`src/rtl/pipe_pkg.sv`:
```
// Shared limits and helpers for the pipe_chain register pipeline.
//   WIDTH_MIN/WIDTH_MAX : legal range of payload width
//   DEPTH_MIN/DEPTH_MAX : legal range of stage count
//   occ_width()         : bits needed to hold a stage count 0..depth
package pipe_pkg;

    localparam int unsigned WIDTH_MIN = 1;
    localparam int unsigned WIDTH_MAX = 1024;
    localparam int unsigned DEPTH_MIN = 1;
    localparam int unsigned DEPTH_MAX = 16;

    // Width of an occupancy counter able to represent 0..depth.
    function automatic int unsigned occ_width(input int unsigned depth);
        return int'($clog2(depth + 1));
    endfunction

endpackage

```
`src/rtl/pipe_slice.sv`:
```
// One valid/ready register stage of pipe_chain.
//   clk, rst_n           : clock, synchronous active-low reset
//   flush                : drop the stored beat
//   in_valid/in_ready_c  : upstream handshake (in_ready_c is combinational)
//   in_data              : upstream payload
//   out_valid/out_ready  : downstream handshake (out_valid registered)
//   out_data             : stored payload (registered)
module pipe_slice
    import pipe_pkg::*;
#(
    parameter int unsigned WIDTH = 8
) (
    input  logic             clk,
    input  logic             rst_n,
    input  logic             flush,
    input  logic             in_valid,
    output logic             in_ready_c,
    input  logic [WIDTH-1:0] in_data,
    output logic             out_valid,
    input  logic             out_ready,
    output logic [WIDTH-1:0] out_data
);

    logic             valid_q;
    logic             valid_d;
    logic [WIDTH-1:0] data_q;
    logic [WIDTH-1:0] data_d;
    logic             load_c;

    // Ready when empty or when the held beat leaves this cycle; payload
    // only loads on an actual transfer in.
    always_comb begin
        in_ready_c = !valid_q || out_ready;
        load_c     = in_valid && in_ready_c && !flush;
        valid_d    = valid_q;
        data_d     = data_q;
        if (flush) begin
            valid_d = 1'b0;
        end else if (load_c) begin
            valid_d = 1'b1;
            data_d  = in_data;
        end else if (out_ready) begin
            valid_d = 1'b0;
        end
    end

    // State register.
    always_ff @(posedge clk) begin
        if (!rst_n) begin
            valid_q <= 1'b0;
            data_q  <= '0;
        end else begin
            valid_q <= valid_d;
            data_q  <= data_d;
        end
    end

    assign out_valid = valid_q;
    assign out_data  = data_q;

endmodule

```
`src/rtl/pipe_chain.sv`:
```
// Parameterised valid/ready register pipeline with bubble compression,
// full-rate throughput and flush.
//   clk, rst_n          : clock, synchronous active-low reset
//   flush               : discard every stored beat
//   data_in/in_valid    : upstream beat
//   in_ready            : combinational accept (no path from in_valid)
//   data_out/valid      : head-of-chain beat (registered)
//   out_ready           : downstream accept
//   occupancy           : number of stages holding a beat
module pipe_chain
    import pipe_pkg::*;
#(
    parameter int unsigned WIDTH = 8,
    parameter int unsigned DEPTH = 2
) (
    input  logic                          clk,
    input  logic                          rst_n,
    input  logic                          flush,
    input  logic [WIDTH-1:0]              data_in,
    input  logic                          in_valid,
    output logic                          in_ready,
    output logic [WIDTH-1:0]              data_out,
    output logic                          valid,
    input  logic                          out_ready,
    output logic [occ_width(DEPTH)-1:0]   occupancy
);

    localparam int unsigned OCC_W = occ_width(DEPTH);

    if (DEPTH < DEPTH_MIN || DEPTH > DEPTH_MAX ||
        WIDTH < WIDTH_MIN || WIDTH > WIDTH_MAX) begin : g_bad_param
        $error("pipe_chain: illegal parameters DEPTH=%0d WIDTH=%0d", DEPTH, WIDTH);
    end

    // Index k is the boundary in front of stage k; index DEPTH is the output.
    logic [DEPTH:0]   vld;
    logic [DEPTH:0]   rdy;
    logic [WIDTH-1:0] dat [DEPTH+1];

    assign vld[0]     = in_valid;
    assign dat[0]     = data_in;
    assign rdy[DEPTH] = out_ready;

    for (genvar k = 0; k < DEPTH; k++) begin : g_stage
        pipe_slice #(
            .WIDTH(WIDTH)
        ) u_slice (
            .clk        (clk),
            .rst_n      (rst_n),
            .flush      (flush),
            .in_valid   (vld[k]),
            .in_ready_c (rdy[k]),
            .in_data    (dat[k]),
            .out_valid  (vld[k+1]),
            .out_ready  (rdy[k+1]),
            .out_data   (dat[k+1])
        );
    end

    // Input is closed during reset and flush so a beat is never half-taken.
    assign in_ready = rst_n && rdy[0] && !flush;
    assign valid    = vld[DEPTH];
    assign data_out = dat[DEPTH];

    // Popcount of the stage valid flags.
    always_comb begin
        occupancy = OCC_W'($countones(vld[DEPTH:1]));
    end

endmodule

```
`config.mk`:
```
export PLATFORM = sky130hd
export DESIGN_NAME = pipe_chain
export DESIGN_NICKNAME = d
export VERILOG_FILES = /design/src/rtl/pipe_pkg.sv /design/src/rtl/pipe_slice.sv /design/src/rtl/pipe_chain.sv
export SDC_FILE = /design/constraint.sdc
export NUM_CORES = 1
export LEC_CHECK = 0
export CAP_MARGIN = 20
export CORE_MARGIN = 2
export CORE_UTILIZATION = 45
export DETAILED_ROUTE_END_ITERATION = 10
export PLACE_DENSITY = 0.77
export SLEW_MARGIN = 25
export SYNTH_ARGS = -nofsm -noshare
export SYNTH_HDL_FRONTEND = slang
export SYNTH_SLANG_ARGS = --single-unit
```
`constraint.sdc`:
```
create_clock -name clk -period 1.07 [get_ports clk]
set_input_delay 0.214 -clock clk [delete_from_list [all_inputs] [get_ports clk]]
set_output_delay 0.214 -clock clk [all_outputs]
set_load 0.02 [all_outputs]
```
# Word-level counts from Yosys, hierarchy flattened
# Cells that the tools add are included.
# op_classes
addsub	1
n_mux	4
n_bitwise	2
n_reduce_logical	16
# op_table
op	count
$logic_and 1x1->1	6
$mux 1	4
$reduce_and 2->1	2
$reduce_bool 2->1	2
$logic_not 1->1	3
$add 1x1->2	1
$logic_or 1x1->1	2
$not 1->1	2
$reduce_or 2->1	1
# word_totals
register_bits	18
in_bits	13
output_inout_bits	12
wordCells	27

# Depth between registers and ports, before layout
# logic_depth
depth_word	6
depth_mapped	4
ltp_nobuf	3

# Cells and area by module
# A second synthesis with hierarchy kept.
# hier_totals
cells_unflattened	84
area_unflattened_um2	787.0
# modules_own_cells
module	instances	cells_per_inst	area_each_um2	seq_area_each_um2
pipe_slice	2	41	382.9	180.2
pipe_chain	1	2	21.3	0.0

# Worst setup path after synthesis
# No wires, ideal clock.
# synth_path
kind	reg-to-output
startpoint	register g_stage[1].u_slice.valid_q
endpoint	output port in_ready
t_arrival_ns	1.067
t_required_ns	0.856
path_slack_ns	-0.211
path_stages_with_launch	4
path_buffers	1
path_cell_list	dfxtp_1 nor2b_4 buf_2 a21oi_1
# synth_between
elab_chain_len	5
# synth_lines
element	line_no	source
start, declared	pipe_slice.sv:24	logic valid_q;
start signal, assigned	pipe_slice.sv:53	valid_q <= valid_d;
$logic_not 1->1	pipe_slice.sv:33	in_ready_c = !valid_q || out_ready;
$logic_or 1x1->1 (2 in a row)	pipe_slice.sv:33	
$logic_and 1x1->1 (2 in a row)	pipe_chain.sv:61	assign in_ready = rst_n && rdy[0] && !flush;
end, declared	pipe_chain.sv:21	output logic in_ready,
# No other way between the ends.

# Worst setup path in the final report
# layout_path
startpoint	register g_stage[0].u_slice.valid_q
endpoint	output port occupancy[0]
# layout_between
elab_chain_len	1
# layout_lines
element	line_no	source
start, declared	pipe_slice.sv:24	
start signal, assigned	pipe_slice.sv:53	
$add 1x1->2 (not written as such)	pipe_chain.sv:67	occupancy = OCC_W'($countones(vld[DEPTH:1]));
end, declared	pipe_chain.sv:25	output logic [occ_width(DEPTH)-1:0] occupancy
# No other way between the ends.

==> impl_metrics.ini <==
[yosys]
synth.net_count = 106
yosysSeqAreaShare_pct = 43.4
syn_area_um2 = 831
ys_types = 17
yosysWarnings = 0
synth-seq-cells = 18
syn_avg_cell_area_um2 = 9.03
syn_inst = 92

[clock_tree]
clockBufferDepth = 2
cts_root_buffer = clkbuf_4
clock_latency_ps = 280
htreeDepth = 1
post-cts-setup-buffers = 0
cts_sinks = 18
cts.clk_slew.worst_paths_ps = 90
cts_buffers = 3
cts_tree = yes

[placed_design]
hpwl_um = 1150
globalplace.congestion = 0.713
port_buffers = 24

[floorplanning]
die_x_um = 47.0
num_rows = 15
dieArea_mm2 = 0.00221
die_h_um = 47.0
core_mm2 = 0.00173
start_util_pct = 48.1
io_pins = 25

[timing]
fin_hold_ws_ps = 446
max_slew_margin_pct = 85.6
hold_viol_final = 0
min_period_over_period_pct = 116
fmax_mhz = 804
finalClockSkew_ps = 0.607
rsz0062_at_grt = true
period_minus_slack_ps = 1240
maxSlewViolCount = 0
setup-tns-final_ps = -1460
tightest_slew_ps = 216
setup_viol = 12
setup_ws_ps = -173

[run_status]
violations = negative setup slack
status = complete, but fails checks

[layout]
layout-drive-gt1-share_pct = 33.6
layout_common_cells = 16 x nand2_1, 16 x dfxtp_1, 9 x clkdlybuf4s50_1
nets = 131
n_antenna_cell = 0
nFillCells = 144
syn2layout_area_growth_pct = 40.2

[critical_path]
crit_type = flop to output pin
cp.arrival_ps = 1030
end_kind = output pin
slowest_stage = dfxtp_4
slowest_delay_ps = 370
rrSetupSlack_ps = -140
path_buf_inv = 1
cp-start-kind = flop
critPathTopFamily = flip-flops
path_cells = ha_4, buf_6
cp_data_required_time_ps = 860
crit_path_max_fanout = 3

[route]
wl_per_cell_um = 11.6
drt_iter0_drc = 14
routed_via_density = 4.89
final_antenna_net_count = 0
wl_um = 1640
firstDrtPassIters = 6
drc = 0
vias = 689

[power_and_ir_drop]
leakage_nw = 0.468
powerDensity_mw_per_mm2 = 1100
vdd_ir_drop_max_v = 0.000905
p_total_w = 0.00128

[global_route]
grt_start_max_net_pins = 25
grt_pass1_vias = 635
grt_usage_pct = 17.2
antenna_found_initial = 0
grt_pass1_wl_um = 2610
grt_overflow = 0

[worst_hold_path]
hold_class = input pin to flop

[flow_run]
maxCapViolCount = 0
==> routing by layer <==
layer | vias up | global-route usage (%) | share of wire, %
met5 | - | 0 | 0
met4 | 0 | 8.33 | 1.8
met3 | 4 | 6.92 | 5.9
met2 | 19 | 26.3 | 48
met1 | 314 | 21.1 | 44
li1 | 352 | - | -
==> worst register-to-register path: stages (launching register included) <==
cell and delay [ps]:
dfxtp_4 370, nor2b_4 130, buf_4 170, a21oi_4 140, buf_12 150, mux2i_1 180
==> timing repair <==
| action | CTS | global route |
|---|---|---|
| endpoints found under the setup margin | 28 | 20 |
| pin swaps | 3 | 0 |
| resized for setup | 74 | 1 |
| hold buffers | 0 | 0 |
==> cells by family after synthesis <==
family                     synth area share [%]
buffers and inverters                      10.4
adders and majority gates                  1.51
AOI/OAI and AO/OA                          15.2
and+or+nand+nor                            19.9
DFF                                        43.4
muxes                                      9.64
==> synthesized netlist by cell type <==
| library cell | count | share of area, % |
|---|---|---|
| mux2i_1 | 8 | 9.6 |
| buf_4 | 9 | 8.1 |
| nand2_1 | 16 | 7.2 |
| a21boi_1 | 8 | 7.2 |
| o21ai_0 | 8 | 4.8 |
| nand2b_1 | 3 | 2.3 |
| dfxtp_1 | 18 | 43 |
| ha_1 | 1 | 1.5 |
| clkbuf_1 | 1 | 0.45 |
| nand3_1 | 8 | 4.8 |
| nor2b_4 | 1 | 1.7 |
| buf_2 | 3 | 1.8 |
| nand2b_4 | 1 | 1.7 |
| a21oi_1 | 2 | 1.2 |
| nor2_1 | 3 | 1.4 |
| and2b_1 | 1 | 0.90 |
| a21oi_4 | 1 | 2.0 |
==> state kept, by name (all words and copies together) (netlist names) <==
name and cells:
g_stage.u_slice.out_data 16, g_stage.u_slice.out_valid 2
==> per-stage QoR <==
step           util (%)  instances  setup WS (ps)  instance area [um^2]
2_1_floorplan         -         92           5.74                   846
3_3_place_gp       64.2        137           -671                  1110
3_5_place_dp       64.2        137           -685                  1110
4_1_cts            67.5        141           -183                  1160
5_1_grt            67.5        141           -211                  1160
6_report           67.5        141           -173                  1160
==> worst paths after layout <==
| path | to | start | depth (start not counted) |
|---|---|---|---|
| worst min register to register | g_stage[0].u_slice.out_data[6] | g_stage[0].u_slice.out_data[6] | 2 |
| worst min-delay path | g_stage[0].u_slice.out_valid | flush | 4 |
| worst max register to register | g_stage[0].u_slice.out_data[3] | g_stage[1].u_slice.out_valid | 5 |
| worst max-delay path | occupancy[0] | g_stage[0].u_slice.out_valid | 2 |
==> report_power, final <==
| part | switching, W | leakage, nW | internal [W] |
|---|---|---|---|
| Clock | 0.000191 | 0.0210 | 0.000207 |
| Combinational | 0.0000753 | 0.300 | 0.000105 |
| Sequential | 0.0000133 | 0.148 | 0.000686 |
==> cell type report <==
| type | instances | area (um^2) | area share (%) |
|---|---|---|---|
| sequential | 18 | 368 | 31.6 |
| timing repair buffer | 33 | 289 | 24.8 |
| clock buffer | 4 | 36.3 | 3.11 |
| tap | 25 | 31.3 | 2.69 |
| multi-input combinational | 61 | 440 | 37.8 |
Note: power is estimated with default switching activity, not from simulation.
